### src/rtl/aquaflex5a_seq_ctrl_if.sv
// Command and actuation bundle for the aquaflex5a sequencer.
// The abort line exists only when AQUAFLEX5A_ABORT_EN is defined.
interface aquaflex5a_seq_ctrl_if #(
  parameter int STROKE_W = 8
);
  logic                cmd_valid;
  logic                cmd_ready;
  logic [2:0]          cmd_src;
  logic [2:0]          cmd_dst;
  logic [STROKE_W-1:0] cmd_strokes;
  logic [4:0]          in_valve;
  logic [4:0]          out_valve;
  logic [2:0]          pumpa_v;
  logic [2:0]          pumpc_v;
  logic [2:0]          mix_v;
  logic                busy;
  logic                done;
  logic                err;
`ifdef AQUAFLEX5A_ABORT_EN
  logic                abort;

  modport master (
    output cmd_valid, cmd_src, cmd_dst, cmd_strokes, abort,
    input  cmd_ready, in_valve, out_valve, pumpa_v, pumpc_v, mix_v, busy, done, err
  );
  modport slave (
    input  cmd_valid, cmd_src, cmd_dst, cmd_strokes, abort,
    output cmd_ready, in_valve, out_valve, pumpa_v, pumpc_v, mix_v, busy, done, err
  );
`else
  modport master (
    output cmd_valid, cmd_src, cmd_dst, cmd_strokes,
    input  cmd_ready, in_valve, out_valve, pumpa_v, pumpc_v, mix_v, busy, done, err
  );
  modport slave (
    input  cmd_valid, cmd_src, cmd_dst, cmd_strokes,
    output cmd_ready, in_valve, out_valve, pumpa_v, pumpc_v, mix_v, busy, done, err
  );
`endif
endinterface

### src/rtl/aquaflex5a_seq_ctrl.sv
// Load/mix/unload valve and pump sequencer for the aquaflex5a flow netlist.
// Optional abort input enabled by defining AQUAFLEX5A_ABORT_EN.
//
// state    | meaning
// IDLE     | waiting for a command, cmd_ready high
// LOAD     | source inlet open, PumpA cycling
// SETTLE1  | everything closed for one step time
// MIX      | Mixer1 cycling
// SETTLE2  | everything closed for one step time
// UNLOAD   | destination outlet open, PumpC cycling
// DONE     | one-cycle completion pulse
// ABORTED  | one-cycle err pulse after abort
module aquaflex5a_seq_ctrl #(
  parameter int PHASE_CYCLES = 4,
  parameter int STROKE_W     = 8,
  parameter int MIX_STROKES  = 16
) (
  input logic                  clk,
  input logic                  rst,
  aquaflex5a_seq_ctrl_if.slave bus
);
  localparam int PW = (PHASE_CYCLES > 1) ? $clog2(PHASE_CYCLES + 1) : 1;
  localparam int MW = $clog2(MIX_STROKES + 1);
  localparam logic [PW-1:0] PH_RELOAD = PW'(PHASE_CYCLES - 1);
  localparam logic [MW-1:0] MIX_LAST  = MW'(MIX_STROKES - 1);
  localparam logic [2:0]    CLOSED    = 3'b111;

  typedef enum logic [2:0] {
    S_IDLE, S_LOAD, S_SETTLE1, S_MIX, S_SETTLE2, S_UNLOAD, S_DONE, S_ABORTED
  } state_t;

  state_t              r_state, w_state_nxt;
  logic [PW-1:0]       r_phase, w_phase_nxt;
  logic [2:0]          r_step, w_step_nxt;
  logic [STROKE_W-1:0] r_stroke, w_stroke_nxt;
  logic [STROKE_W-1:0] r_strokes, w_strokes_nxt;
  logic [MW-1:0]       r_mix, w_mix_nxt;
  logic [2:0]          r_src, w_src_nxt, r_dst, w_dst_nxt;

  logic       r_cmd_ready, r_busy, r_done, r_err;
  logic [4:0] r_in_valve, r_out_valve;
  logic [2:0] r_pumpa_v, r_pumpc_v, r_mix_v;
  logic       w_cmd_ready_nxt, w_busy_nxt, w_done_nxt, w_err_nxt;
  logic [4:0] w_in_valve_nxt, w_out_valve_nxt;
  logic [2:0] w_pumpa_v_nxt, w_pumpc_v_nxt, w_mix_v_nxt;

  logic w_accept, w_cmd_ok, w_abort, w_active, w_phase_tc, w_stroke_end;

  function automatic logic [2:0] f_pattern(input logic [2:0] step);
    case (step)
      3'd0:    f_pattern = 3'b011;
      3'd1:    f_pattern = 3'b001;
      3'd2:    f_pattern = 3'b101;
      3'd3:    f_pattern = 3'b100;
      3'd4:    f_pattern = 3'b110;
      3'd5:    f_pattern = 3'b010;
      default: f_pattern = CLOSED;
    endcase
  endfunction

`ifdef AQUAFLEX5A_ABORT_EN
  assign w_abort = bus.abort;
`else
  assign w_abort = 1'b0;
`endif

  assign w_accept     = (r_state == S_IDLE) && bus.cmd_valid;
  assign w_cmd_ok     = (bus.cmd_src <= 3'd4) && (bus.cmd_dst <= 3'd4) &&
                        (bus.cmd_strokes != '0);
  assign w_active     = (r_state == S_LOAD) || (r_state == S_SETTLE1) ||
                        (r_state == S_MIX) || (r_state == S_SETTLE2) ||
                        (r_state == S_UNLOAD);
  assign w_phase_tc   = (r_phase == '0);
  assign w_stroke_end = w_phase_tc && (r_step == 3'd5);

  always_ff @(posedge clk) begin
    if (rst) begin
      r_state     <= S_IDLE;
      r_phase     <= '0;
      r_step      <= '0;
      r_stroke    <= '0;
      r_strokes   <= '0;
      r_mix       <= '0;
      r_src       <= '0;
      r_dst       <= '0;
      r_cmd_ready <= 1'b1;
      r_busy      <= 1'b0;
      r_done      <= 1'b0;
      r_err       <= 1'b0;
      r_in_valve  <= '0;
      r_out_valve <= '0;
      r_pumpa_v   <= CLOSED;
      r_pumpc_v   <= CLOSED;
      r_mix_v     <= CLOSED;
    end else begin
      r_state     <= w_state_nxt;
      r_phase     <= w_phase_nxt;
      r_step      <= w_step_nxt;
      r_stroke    <= w_stroke_nxt;
      r_strokes   <= w_strokes_nxt;
      r_mix       <= w_mix_nxt;
      r_src       <= w_src_nxt;
      r_dst       <= w_dst_nxt;
      r_cmd_ready <= w_cmd_ready_nxt;
      r_busy      <= w_busy_nxt;
      r_done      <= w_done_nxt;
      r_err       <= w_err_nxt;
      r_in_valve  <= w_in_valve_nxt;
      r_out_valve <= w_out_valve_nxt;
      r_pumpa_v   <= w_pumpa_v_nxt;
      r_pumpc_v   <= w_pumpc_v_nxt;
      r_mix_v     <= w_mix_v_nxt;
    end
  end

  always_comb begin
    w_state_nxt   = r_state;
    w_strokes_nxt = r_strokes;
    w_src_nxt     = r_src;
    w_dst_nxt     = r_dst;
    case (r_state)
      S_IDLE: begin
        if (w_accept && w_cmd_ok) begin
          w_state_nxt   = S_LOAD;
          w_strokes_nxt = bus.cmd_strokes;
          w_src_nxt     = bus.cmd_src;
          w_dst_nxt     = bus.cmd_dst;
        end
      end
      S_LOAD:
        if (w_stroke_end && (r_stroke == r_strokes - 1'b1)) w_state_nxt = S_SETTLE1;
      S_SETTLE1:
        if (w_phase_tc) w_state_nxt = S_MIX;
      S_MIX:
        if (w_stroke_end && (r_mix == MIX_LAST)) w_state_nxt = S_SETTLE2;
      S_SETTLE2:
        if (w_phase_tc) w_state_nxt = S_UNLOAD;
      S_UNLOAD:
        if (w_stroke_end && (r_stroke == r_strokes - 1'b1)) w_state_nxt = S_DONE;
      default:
        w_state_nxt = S_IDLE;
    endcase
    if (w_active && w_abort) w_state_nxt = S_ABORTED;

    // every state change restarts the step timer so each stage begins at step 0
    w_phase_nxt  = r_phase;
    w_step_nxt   = r_step;
    w_stroke_nxt = r_stroke;
    w_mix_nxt    = r_mix;
    if (w_state_nxt != r_state) begin
      w_phase_nxt  = PH_RELOAD;
      w_step_nxt   = '0;
      w_stroke_nxt = '0;
      w_mix_nxt    = '0;
    end else if (w_active) begin
      if (w_phase_tc) begin
        w_phase_nxt = PH_RELOAD;
        w_step_nxt  = (r_step == 3'd5) ? 3'd0 : r_step + 3'd1;
        if (r_step == 3'd5) begin
          if (r_state == S_MIX) w_mix_nxt = r_mix + 1'b1;
          else                  w_stroke_nxt = r_stroke + 1'b1;
        end
      end else begin
        w_phase_nxt = r_phase - 1'b1;
      end
    end
  end

  // outputs decoded from the next state so they change together with r_state
  always_comb begin
    w_cmd_ready_nxt = (w_state_nxt == S_IDLE);
    w_busy_nxt      = (w_state_nxt == S_LOAD) || (w_state_nxt == S_SETTLE1) ||
                      (w_state_nxt == S_MIX) || (w_state_nxt == S_SETTLE2) ||
                      (w_state_nxt == S_UNLOAD);
    w_done_nxt      = (w_state_nxt == S_DONE);
    w_err_nxt       = (w_state_nxt == S_ABORTED) || (w_accept && !w_cmd_ok);
    w_in_valve_nxt  = '0;
    w_out_valve_nxt = '0;
    w_pumpa_v_nxt   = CLOSED;
    w_pumpc_v_nxt   = CLOSED;
    w_mix_v_nxt     = CLOSED;
    case (w_state_nxt)
      S_LOAD: begin
        w_in_valve_nxt = 5'b00001 << w_src_nxt;
        w_pumpa_v_nxt  = f_pattern(w_step_nxt);
      end
      S_MIX:
        w_mix_v_nxt = f_pattern(w_step_nxt);
      S_UNLOAD: begin
        w_out_valve_nxt = 5'b00001 << w_dst_nxt;
        w_pumpc_v_nxt   = f_pattern(w_step_nxt);
      end
      default: ;
    endcase
  end

  assign bus.cmd_ready = r_cmd_ready;
  assign bus.busy      = r_busy;
  assign bus.done      = r_done;
  assign bus.err       = r_err;
  assign bus.in_valve  = r_in_valve;
  assign bus.out_valve = r_out_valve;
  assign bus.pumpa_v   = r_pumpa_v;
  assign bus.pumpc_v   = r_pumpc_v;
  assign bus.mix_v     = r_mix_v;
endmodule

### src/flat_wrapper.sv
// flat-port wrapper written by rule: the top's interface ports become plain ports
module aquaflex5a_seq_ctrl_flat 
#(
  parameter int PHASE_CYCLES = 4,
  parameter int STROKE_W     = 8,
  parameter int MIX_STROKES  = 16
)
  (clk, rst, bus_cmd_valid, bus_cmd_src, bus_cmd_dst, bus_cmd_strokes, bus_cmd_ready, bus_in_valve, bus_out_valve, bus_pumpa_v, bus_pumpc_v, bus_mix_v, bus_busy, bus_done, bus_err);
  aquaflex5a_seq_ctrl_if #(.STROKE_W(STROKE_W)) bus_i ();
  input logic clk;
  input logic rst;
  input wire logic [$bits(bus_i.cmd_valid)-1:0] bus_cmd_valid;
  input wire logic [$bits(bus_i.cmd_src)-1:0] bus_cmd_src;
  input wire logic [$bits(bus_i.cmd_dst)-1:0] bus_cmd_dst;
  input wire logic [$bits(bus_i.cmd_strokes)-1:0] bus_cmd_strokes;
  output wire logic [$bits(bus_i.cmd_ready)-1:0] bus_cmd_ready;
  output wire logic [$bits(bus_i.in_valve)-1:0] bus_in_valve;
  output wire logic [$bits(bus_i.out_valve)-1:0] bus_out_valve;
  output wire logic [$bits(bus_i.pumpa_v)-1:0] bus_pumpa_v;
  output wire logic [$bits(bus_i.pumpc_v)-1:0] bus_pumpc_v;
  output wire logic [$bits(bus_i.mix_v)-1:0] bus_mix_v;
  output wire logic [$bits(bus_i.busy)-1:0] bus_busy;
  output wire logic [$bits(bus_i.done)-1:0] bus_done;
  output wire logic [$bits(bus_i.err)-1:0] bus_err;
  assign bus_i.cmd_valid = bus_cmd_valid;
  assign bus_i.cmd_src = bus_cmd_src;
  assign bus_i.cmd_dst = bus_cmd_dst;
  assign bus_i.cmd_strokes = bus_cmd_strokes;
  assign bus_cmd_ready = bus_i.cmd_ready;
  assign bus_in_valve = bus_i.in_valve;
  assign bus_out_valve = bus_i.out_valve;
  assign bus_pumpa_v = bus_i.pumpa_v;
  assign bus_pumpc_v = bus_i.pumpc_v;
  assign bus_mix_v = bus_i.mix_v;
  assign bus_busy = bus_i.busy;
  assign bus_done = bus_i.done;
  assign bus_err = bus_i.err;
  aquaflex5a_seq_ctrl #(.PHASE_CYCLES(PHASE_CYCLES), .STROKE_W(STROKE_W), .MIX_STROKES(MIX_STROKES)) u_core (.clk(clk), .rst(rst), .bus(bus_i));
endmodule
### config.mk
export PLATFORM = sky130hd
export DESIGN_NAME = aquaflex5a_seq_ctrl_flat
export DESIGN_NICKNAME = d
export VERILOG_FILES = /design/src/rtl/aquaflex5a_seq_ctrl_if.sv /design/src/rtl/aquaflex5a_seq_ctrl.sv /design/src/flat_wrapper.sv
export SDC_FILE = /design/constraint.sdc
export NUM_CORES = 1
export LEC_CHECK = 0
export BUFFER_PORTS_ARGS = -buffer_cell sky130_fd_sc_hd__buf_2
export CAP_MARGIN = 30
export CORE_MARGIN = 2
export CORE_UTILIZATION = 51
export DETAILED_ROUTE_END_ITERATION = 12
export PLACE_DENSITY = 0.74
export SYNTH_ARGS = -nofsm -noshare
export SYNTH_HDL_FRONTEND = slang
export SYNTH_SLANG_ARGS = --single-unit
export TNS_END_PERCENT = 50
### constraint.sdc
create_clock -name clk -period 2.1 [get_ports clk]
set_input_delay 0.315 -clock clk [delete_from_list [all_inputs] [get_ports clk]]
set_output_delay 0.315 -clock clk [all_outputs]
set_load 0.05 [all_outputs]
==> results.tsv, run 1 <==
stage	metric	value	unit
sta	rsz0062_at_grt	true	
clock_tree	cts_buffer_depth	2	
finish	final_util	0.720	
place	place.gp.congestion	0.869	
power	p_leak	0.00165	uW
flow_run	drv_cap	0	
hold_path	holdPathEnd	u_core.r_strokes[0]$_SDFFE_PP0P_	
hold_path	hp-class	in2reg	
sta	setup_slack	-0.117	ns
logic_synthesis	syn_area	2840	sq um
logic_synthesis	seq_area_frac_synth	0.416	
finish	fillers	421	
place	numPlacedInstances	494	
setup_path	critical-path-slowest-cell	or4_4	
place	portBuffers	39	
die	row_count	27	
power	power_frac_clock	0.386	
sta	finalCritPeriodShare	1.06	
place	dpl.hpwl	5080	um
clock_tree	hold_buffers	0	
clock_tree	cts_tree	yes	
route	wl_per_cell	13.7	um
hold_path	min-delay-start	bus_cmd_strokes[0]	
route	drt-initial-drc-count	144	
setup_path	regToRegStartpoint	u_core.r_phase[0]$_SDFFE_PP0P_	
clock_tree	clkSinkCount	59	
power	p_total	2640	uW
route	vias	2752	
global_routing	grt_remaining_overflow	0	
sta	tightest_slew	0.457	ns
sta	fin_skew	0.00962	ns
setup_path	critPathCaptureType	flip-flop	
logic_synthesis	syn_area_per_cell	8.40	sq um
sta	min_period	2.22	ns
power	p_int	1930	uW
setup_path	crit_top_cell	buf_6	
power	power_density	675	nW/um^2
setup_path	worstPathRequired	2.38	ns
finish	nets	462	
power	switchingPower	706	uW
global_routing	grt_max_degree	21	
logic_synthesis	synth_nets	361	
global_routing	antenna_found_initial	0	
setup_path	crit_chain	inv_2 -> ha_4 -> and4bb_1 -> and2_4 -> nand3_2 -> or4_4 -> buf_6 -> o31ai_4 -> buf_6 -> or4b_1	
clock_tree	h-tree-depth	3	
route	final_antenna_net_count	0	
logic_synthesis	synth-edff-count	0	
route	drt_first_pass_iters	4	
power	p_seq_frac	0.444	
sta	fmax	451	MHz
setup_path	critPathTopFamily	simple AND/OR/NAND/NOR gates	
logic_synthesis	synthCells	338	
outcome	outcome	complete, but fails checks	
setup_path	path_buf_inv	3	
die	die_y	78.6	um
sta	setup_viol	28	
setup_path	r2r-end	u_core.bus.pumpa_v[2]$_SDFF_PP1_	
global_routing	first_global_vias	2655	
logic_synthesis	synth_cell_type_count	54	
route	vias_per_cell	5.33	
finish	drive_gt1_frac	0.367	
sta	slew-limit-headroom	0.694	
sta	hold_viol_final	0	
clock_tree	clkLatencyLatePin	0.34	ns
logic_synthesis	yosys.area.top_type	dfxtp_1	
power	ir_drop	0.468	mV
setup_path	max_stage_delay	0.54	ns
setup_path	reg2reg_slack	-0.12	ns
setup_path	crit_fanout	5	
logic_synthesis	yosys_warnings	0	
clock_tree	cts-root-buf	clkbuf_8	
logic_synthesis	synth_top_area_share	0.416	
sta	slew_viol_final	0	
logic_synthesis	synth-seq-cells	59	
outcome	violations	setup timing	
finish	area_growth	37.8	%
route	wl	7080	um
die	initial_utilization	0.522	
global_routing	grt_pass1_wl	11600	um
die	dieArea	6180	sq um
setup_path	startpoint_type	flip-flop	
route	drc	0	
die	io_pins	40	
finish	multiInputGateArea	1710	sq um
finish	seqCellArea	1190	sq um
power	switching_share	0.267	
setup_path	critPathKind	reg2reg	
global_routing	track_usage	0.242	
finish	diodes	0	
logic_synthesis	ys_top_cells_by_area	dfxtp_1, nand2_1, a21oi_1	
place	pre_cts_slack	-0.206	ns
power	p_comb_frac	0.171	
hold_path	whs_path_depth	3	
die	die_w	78.6	um
setup_path	arrival	2.50	ns
clock_tree	clk_pin_slew	0.07	ns
setup_path	setup.worst_path.start	u_core.r_phase[0]$_SDFFE_PP0P_	
finish	final_cells	516	
setup_path	reg2regPathDepth	10	
clock_tree	cts_made_buffers	9	
die	core	5440	sq um
logic_synthesis	synthArstFlopShare	0	
logic_synthesis	synth-main-ff-cell	dfxtp_1	
==> what timing repair did <==
action | in CTS | in global routing
endpoints found under the setup margin | 30 | 41
gates resized for setup | 21 | 18
gates cloned | 1 | 0
buffers inserted | 3 | 2
pin swaps | 8 | 9
==> power by group through the flow <==
stage	clock network, uW	logic (uW)	registers [uW]
after floorplan	0	192	1230
after global placement	0	383	1190
after detailed placement	0	393	1190
after CTS	1030	434	1170
after global routing	1080	492	1170
final	1020	450	1170
==> cells in the mapped netlist, types with 2 or more instances <==
cell type  number
dfxtp_1        59
nand2_1        48
nor2_1         33
a21oi_1        27
o21ai_0        15
xor2_1         15
nand3_1        12
nor3_1         12
inv_1          11
and3_1          8
clkbuf_1        8
nor3b_1         7
o211ai_1        7
ha_1            6
xnor2_1         5
nand3b_1        4
nand4_1         4
nor4_1          4
a31oi_1         3
buf_2           3
mux2i_1         3
nand2b_1        3
nor2b_1         3
or3_1           3
or4_1           3
a21boi_0        2
buf_6           2
o31ai_1         2
==> sequential cells by signal, summed over array words and instances, names as in the netlist, 5 cells and up <==
name                  flops
u_core.r_strokes          8
u_core.r_stroke           8
u_core.bus.out_valve      5
u_core.bus.in_valve       5
u_core.r_mix              5
==> worst max path at each step <==
stage,endpoint,slack (ns),cells past startpoint
CTS,u_core.bus.in_valve[1]$_SDFF_PP0_,-0.06,10
global placement,u_core.bus.pumpa_v[1]$_SDFF_PP1_,-0.15,7
floorplan,u_core.r_mix[0]$_SDFFE_PP0P_,-0.08,10
finish,u_core.bus.pumpa_v[2]$_SDFF_PP1_,-0.12,10
global route,u_core.bus.pumpa_v[2]$_SDFF_PP1_,-0.16,10
detailed placement,u_core.bus.pumpa_v[1]$_SDFF_PP1_,-0.21,7
==> worst reg2reg max path, cell delays in order (launching register included) <==
cell and delay [ns]:
dfxtp_2 0.33, inv_2 0.08, ha_4 0.13, and4bb_1 0.24, and2_4 0.17, nand3_2 0.05, or4_4 0.54, buf_6 0.16
o31ai_4 0.19, buf_6 0.16, or4b_1 0.11
==> layout by cell type (no fill, tap or decap), types with 5 or more instances in the layout <==
cell type  instances
a21oi_1           25
and3_1             8
buf_2             39
buf_4             60
clkbuf_8          10
dfxtp_1           51
dfxtp_2            8
inv_1              8
nand2_1           46
nand3_1           11
nor2_1            32
nor3_1             8
nor3_2             5
nor3b_1            7
o211ai_1           7
o21ai_0           15
xnor2_1            5
xor2_1            15
==> area by class of cell <==
type,count,share of cell area
clock buffers,12,0.0371
flip-flops and latches,59,0.304
well taps,72,0.0230
inverters,11,0.0105
clock inverters,4,0.0128
multi-input cells,255,0.436
repair buffers,103,0.176
==> metal layers <==
metal  track usage  part of all wire  routed length [um]  vias to the layer above
met5             0                 0                   0                        -
met1         0.263              0.43                3050                     1275
met2         0.429              0.50                3570                       62
li1              -                 -                   -                     1393
met4         0.109             0.025                 178                        0
met3        0.0747             0.040                 284                       22
==> cell families after synthesis <==
logic type,Yosys count,share of synthesized area
buffers and inverters,25,0.0396
AO/OA/AOI/OAI,67,0.155
XOR/XNOR,20,0.0617
AND/OR/NAND/NOR,158,0.291
adder cells (fa/ha/maj),6,0.0264
flip-flops,59,0.416
multiplexers,3,0.0106
==> stage by stage <==
stage               hold WS (ns)  setup TNS, ns  cell area (sq um)
finish                     0.220          -1.54               3920
global route               0.222          -4.20               3920
CTS                        0.209         -0.309               3850
detailed placement         0.474          -3.43               3510
global placement           0.470          -2.08               3510
floorplan                  0.443         -0.797               2850
Note: power is estimated with default switching activity, not from simulation.
==> run 2: changes to the inputs <==
--- a/config.mk
+++ b/config.mk
@@ -8,9 +8,9 @@
 export BUFFER_PORTS_ARGS = -buffer_cell sky130_fd_sc_hd__buf_2
 export CAP_MARGIN = 30
 export CORE_MARGIN = 2
-export CORE_UTILIZATION = 51
+export CORE_UTILIZATION = 57
 export DETAILED_ROUTE_END_ITERATION = 12
-export PLACE_DENSITY = 0.74
+export PLACE_DENSITY = 0.78
 export SYNTH_ARGS = -nofsm -noshare
 export SYNTH_HDL_FRONTEND = slang
 export SYNTH_SLANG_ARGS = --single-unit
==> constraint.sdc (replaced) <==
create_clock -name clk -period 2.3 [get_ports clk]
set_input_delay 0.345 -clock clk [delete_from_list [all_inputs] [get_ports clk]]
set_output_delay 0.345 -clock clk [all_outputs]
set_load 0.05 [all_outputs]
==> results.tsv, run 2 (synthesis results as in run 1) <==
stage	metric	value	unit	change
sta	holdWs	0.248	ns	+0.0279 ns
finish	area_growth	25.5	%	
sta	hold_viol_final	0		unchanged
sta	slew_viol_final	0		unchanged
die	die_y	74.6	um	-5.1%
clock_tree	hold_buffers	0		unchanged
power	power_density	655	nW/um^2	-3.0%
finish	final_cell_mix	dfxtp_1, nand2_1, buf_2, nor2_1, buf_4		
global_routing	grt_pass1_wl	10300	um	-11%
sta	setup_slack	0.0416	ns	+0.159 ns
setup_path	worstPathRequired	2.53	ns	+0.15 ns
place	place.gp.congestion	0.852		-1.9%
die	dieArea	5560	sq um	-10%
route	drt_first_pass_iters	4		unchanged
setup_path	startpoint_type	flip-flop		
sta	finalCritPeriodShare	0.982		-0.0738
route	vias_per_cell	5.51		+3.2%
clock_tree	h-tree-depth	3		unchanged
global_routing	first_global_vias	2347		-12%
place	numPlacedInstances	453		-8.3%
clock_tree	cts_made_buffers	9		unchanged
finish	layout_commonest_cell	dfxtp_1		
clock_tree	clk_pin_slew	0.07	ns	about the same
global_routing	antenna_found_initial	0		unchanged
die	core	4750	sq um	-13%
sta	min_period	2.26	ns	+0.0413 ns
setup_path	crit_fanout	6		+1
power	p_leak	0.00146	uW	-12%
die	initial_utilization	0.597		+0.0752
global_routing	track_usage	0.244		+0.00158
setup_path	critPathCaptureType	flip-flop		
sta	fmax	443	MHz	-1.8%
route	drt-initial-drc-count	105		-27%
power	p_total	2330	uW	-12%
finish	nets	425		-8.0%
power	ir_drop	0.473	mV	+1.0%
finish	reg_top3	u_core.r_stroke (8), u_core.r_strokes (8)		
clock_tree	cts_tree	yes		
route	final_antenna_net_count	0		unchanged
place	dpl.hpwl	4550	um	-10%
place	portBuffers	39		unchanged
finish	diodes	0		unchanged
route	vias	2610		-5.2%
sta	slew-limit-headroom	0.707		+0.0125
place	pre_cts_slack	0.0330	ns	+0.239 ns
clock_tree	clkSinkCount	59		unchanged
outcome	outcome	completed		
finish	final_cells	474		-8.1%
die	io_pins	40		unchanged
sta	setup_viol	0		-100%
clock_tree	cts_buffer_depth	2		unchanged
route	wl	6470	um	-8.7%
die	die_w	74.6	um	-5.1%
clock_tree	clkLatencyLatePin	0.34	ns	about the same
setup_path	critPathKind	reg2reg		
finish	drive_gt1_frac	0.270		-0.0968
sta	tightest_slew	0.438	ns	-0.0191 ns
route	drc	0		unchanged
route	wl_per_cell	13.6	um	-0.59%
setup_path	arrival	2.49	ns	about the same
die	row_count	25		-7.4%
hold_path	hp-class	in2reg		
flow_run	drv_cap	0		unchanged
global_routing	grt_remaining_overflow	0		unchanged
sta	fin_skew	0.00989	ns	+0.000266 ns
clock_tree	cts-root-buf	clkbuf_8		
global_routing	grt_max_degree	22		+4.8%
-- run 2: changes by cell type in the layout (fill, tap and decap cells not counted), moves of 2 or more --
cell / previous run / this run
ha_1: 2 / 4
nand2_1: 46 / 48
buf_4: 60 / 26
nand2_2: 2 / 0
buf_6: 4 / 0
nor3_2: 5 / 3
nor3_1: 8 / 10
dfxtp_2: 8 / 4
dfxtp_1: 51 / 55
ha_2: 2 / 0
-- run 2: power by group --
group	switching, uW	internal (uW)	total (uW)
Sequential	23.7	1050	1070
Clock	425	500	925
Combinational	197	137	334
-- run 2: path summary, 6_finish.rpt --
check,startpoint,end,slack [ns],depth (start not counted)
max,u_core.r_strokes[6]$_SDFFE_PP0P_,u_core.r_stroke[2]$_SDFFE_PP0P_,0.04,7
min reg2reg,u_core.r_strokes[7]$_SDFFE_PP0P_,u_core.r_strokes[7]$_SDFFE_PP0P_,0.48,2
min,bus_cmd_strokes[3],u_core.r_strokes[3]$_SDFFE_PP0P_,0.25,3
max reg2reg,u_core.r_strokes[6]$_SDFFE_PP0P_,u_core.r_stroke[2]$_SDFFE_PP0P_,0.04,7
-- run 2: what timing repair did --
action	in CTS	in global routing
setup endpoints to repair	0	26
resized for setup	0	20
buffers inserted	0	4
-- run 2: cell type report --
cell class / instances / area (sq um)
clock buffers: 10 / 128
flip-flops and latches: 59 / 1190
multi-input cells: 254 / 1620
fillers: 363 / 1190
well taps: 67 / 83.8
repair buffers: 67 / 435
inverters: 11 / 41.3
clock inverters: 6 / 66.3
-- run 2: through the flow --
stage / setup TNS (ns) / util / cell area (sq um)
2_1_floorplan: 0 / - / 2840
3_3_place_gp: 0 / 0.680 / 3230
3_5_place_dp: 0 / 0.680 / 3230
4_1_cts: 0 / 0.721 / 3430
5_1_grt: -0.311 / 0.749 / 3560
6_report: 0 / 0.749 / 3560
-- run 2: worst max-delay path: stages, from the launching register on --
cell and delay (ns):
dfxtp_2 0.36, nor4_4 0.31, xnor2_1 0.15, a31oi_1 0.10, or4_4 0.58, o311ai_4 0.39
clkbuf_16 0.22, nor2_1 0.04
-- run 2: metal layers --
metal / track usage / vias up / part of all wire
met2: 0.386 / 61 / 0.47
met4: 0.103 / 0 / 0.017
met3: 0.0705 / 11 / 0.044
li1: - / 1321 / -
met5: 0 / - / 0
met1: 0.311 / 1217 / 0.47
==> run 3: changes to the inputs <==
--- a/config.mk
+++ b/config.mk
@@ -5,12 +5,13 @@
 export SDC_FILE = /design/constraint.sdc
 export NUM_CORES = 1
 export LEC_CHECK = 0
-export BUFFER_PORTS_ARGS = -buffer_cell sky130_fd_sc_hd__buf_2
 export CAP_MARGIN = 30
 export CORE_MARGIN = 2
-export CORE_UTILIZATION = 57
+export CORE_UTILIZATION = 60
 export DETAILED_ROUTE_END_ITERATION = 12
-export PLACE_DENSITY = 0.78
+export DONT_BUFFER_PORTS = 1
+export PLACE_DENSITY = 0.75
+export REMOVE_ABC_BUFFERS = 1
 export SYNTH_ARGS = -nofsm -noshare
 export SYNTH_HDL_FRONTEND = slang
 export SYNTH_SLANG_ARGS = --single-unit
==> results.tsv, run 3 (synthesis results as in run 1) <==
stage	metric	value	unit	change
finish	final_cell_mix	dfxtp_1, nand2_1, nor2_1, buf_4, a21oi_1		
global_routing	track_usage	0.254		+0.0102
route	drt_first_pass_iters	4		unchanged
finish	area_growth	19.7	%	
power	power_density	679	nW/um^2	+3.7%
setup_path	critPathTopFamily	simple AND/OR/NAND/NOR gates		
route	wl	6600	um	+2.0%
die	dieArea	5300	sq um	-4.7%
place	place_area	3010	sq um	-7.0%
sta	holdWs	0.0659	ns	-0.182 ns
setup_path	max_stage_delay	0.52	ns	-0.06 ns
clock_tree	cts_buffer_depth	2		unchanged
sta	rsz0062_at_grt	true		
clock_tree	cts_tree	yes		
sta	hold_viol_final	0		unchanged
route	drc	0		unchanged
setup_path	critPathKind	reg2reg		
sta	min_period	2.31	ns	+0.0523 ns
finish	diodes	0		unchanged
flow_run	drv_cap	0		unchanged
die	row_count	25		unchanged
hold_path	hp-class	in2reg		
global_routing	grt_remaining_overflow	0		unchanged
die	die_w	72.8	um	-2.4%
global_routing	grt_max_degree	21		-4.5%
die	initial_utilization	0.614		+0.0161
finish	reg_top3	u_core.r_stroke (8), u_core.r_strokes (8)		
place	place.gp.congestion	0.907		+6.4%
sta	setup_viol	1		+1
clock_tree	cts-root-buf	clkbuf_8		
finish	final_cells	424		-11%
global_routing	grt_pass1_wl	10300	um	+0.19%
setup_path	critPathCaptureType	flip-flop		
route	vias	2514		-3.7%
place	portBuffers	0		-100%
finish	multiInputGateArea	1650	sq um	+1.7%
power	p_leak	0.00133	uW	-9.3%
route	wl_per_cell	15.6	um	+14%
route	final_antenna_net_count	0		unchanged
clock_tree	clkSinkCount	59		unchanged
setup_path	startpoint_type	flip-flop		
die	core	4630	sq um	-2.6%
setup_path	crit_chain	inv_2 -> ha_4 -> and4bb_1 -> and2_4 -> nand3_2 -> or4_4 -> buf_4 -> or3_4 -> a21oi_2		
place	pre_cts_slack	0.0157	ns	-0.0173 ns
die	io_pins	40		unchanged
global_routing	antenna_found_initial	0		unchanged
setup_path	critical-path-slowest-cell	or4_4		
sta	slew-limit-headroom	0.626		-0.0807
setup_path	crit_fanout	5		-1
sta	slew_viol_final	0		unchanged
route	vias_per_cell	5.93		+7.7%
clock_tree	hold_buffers	0		unchanged
outcome	violations	setup timing		
setup_path	worstPathRequired	2.57	ns	+0.04 ns
power	p_total	2310	uW	-1.1%
clock_tree	clk_pin_slew	0.06	ns	about the same
finish	layout_commonest_cell	dfxtp_1		
place	numPlacedInstances	399		-12%
finish	nets	389		-8.5%
sta	fmax	433	MHz	-2.3%
finish	drive_gt1_frac	0.211		-0.0595
sta	setup_slack	-0.0107	ns	-0.0523 ns
outcome	outcome	complete, but fails checks		
sta	finalCritPeriodShare	1.00		+0.0227
place	dpl.hpwl	4440	um	-2.3%
die	die_y	72.8	um	-2.4%
power	ir_drop	0.363	mV	-23%
setup_path	arrival	2.58	ns	+0.09 ns
clock_tree	clkLatencyLatePin	0.34	ns	about the same
clock_tree	cts_made_buffers	9		unchanged
clock_tree	h-tree-depth	3		unchanged
finish	final_cell_area	3400	sq um	-4.6%
sta	tightest_slew	0.561	ns	+0.123 ns
sta	fin_skew	0.00765	ns	-0.00224 ns
finish	seqCellArea	1180	sq um	-0.11%
global_routing	first_global_vias	2258		-3.8%
finish	fillers	347		-4.4%
route	drt-initial-drc-count	165		+57%
setup_path	path_buf_inv	2		+1
==> run 3: power breakdown <==
part           internal, uW  switching, uW  leakage (uW)
Clock                   523            395     0.0000954
Combinational           129            156      0.000751
Sequential             1050           53.1      0.000480
Total                  1700            604       0.00133
==> run 3: routing by layer <==
| layer | part of all wire | global-route usage |
|---|---|---|
| met1 | 0.45 | 0.324 |
| met2 | 0.49 | 0.394 |
| met3 | 0.040 | 0.0746 |
| met4 | 0.016 | 0.121 |
| met5 | 0 | 0 |
==> run 3: final timing paths <==
path / slack (ns) / cells after the start / to / startpoint
setup reg to reg: -0.01 / 9 / u_core.bus.done$_SDFF_PP0_ / u_core.r_phase[0]$_SDFFE_PP0P_
hold reg to reg: 0.48 / 2 / u_core.r_strokes[7]$_SDFFE_PP0P_ / u_core.r_strokes[7]$_SDFFE_PP0P_
setup / recovery: -0.01 / 9 / u_core.bus.done$_SDFF_PP0_ / u_core.r_phase[0]$_SDFFE_PP0P_
hold / removal: 0.07 / 1 / u_core.r_strokes[6]$_SDFFE_PP0P_ / rst
==> run 3: per-stage QoR <==
stage,util,setup TNS [ns]
floorplan,-,-0.0375
global placement,0.649,0
detailed placement,0.649,0
CTS,0.691,0
global route,0.734,-0.837
finish,0.734,-0.0107
==> run 3: cell type report <==
type                            instances  share of cell area
Inverter                               11              0.0121
Multi-Input combinational cell        254               0.485
Tap cell                               54              0.0199
Sequential cell                        59               0.349
Timing Repair Buffer                   31              0.0773
Clock inverter                          4              0.0151
Clock buffer                           11              0.0416
==> run 3: timing repair <==
action | 4_1_cts | 5_1_grt
buffers inserted | 0 | 9
setup endpoints to repair | 2 | 31
resized for setup | 0 | 29
pin swaps | 1 | 9
gates cloned | 0 | 1
==> run 3: worst register-to-register path, cell delays in order (launching register included) <==
cell and delay [ns]:
dfxtp_2 0.33, inv_2 0.07, ha_4 0.13, and4bb_1 0.24, and2_4 0.18, nand3_2 0.06, or4_4 0.52, buf_4 0.18
or3_4 0.37, a21oi_2 0.16
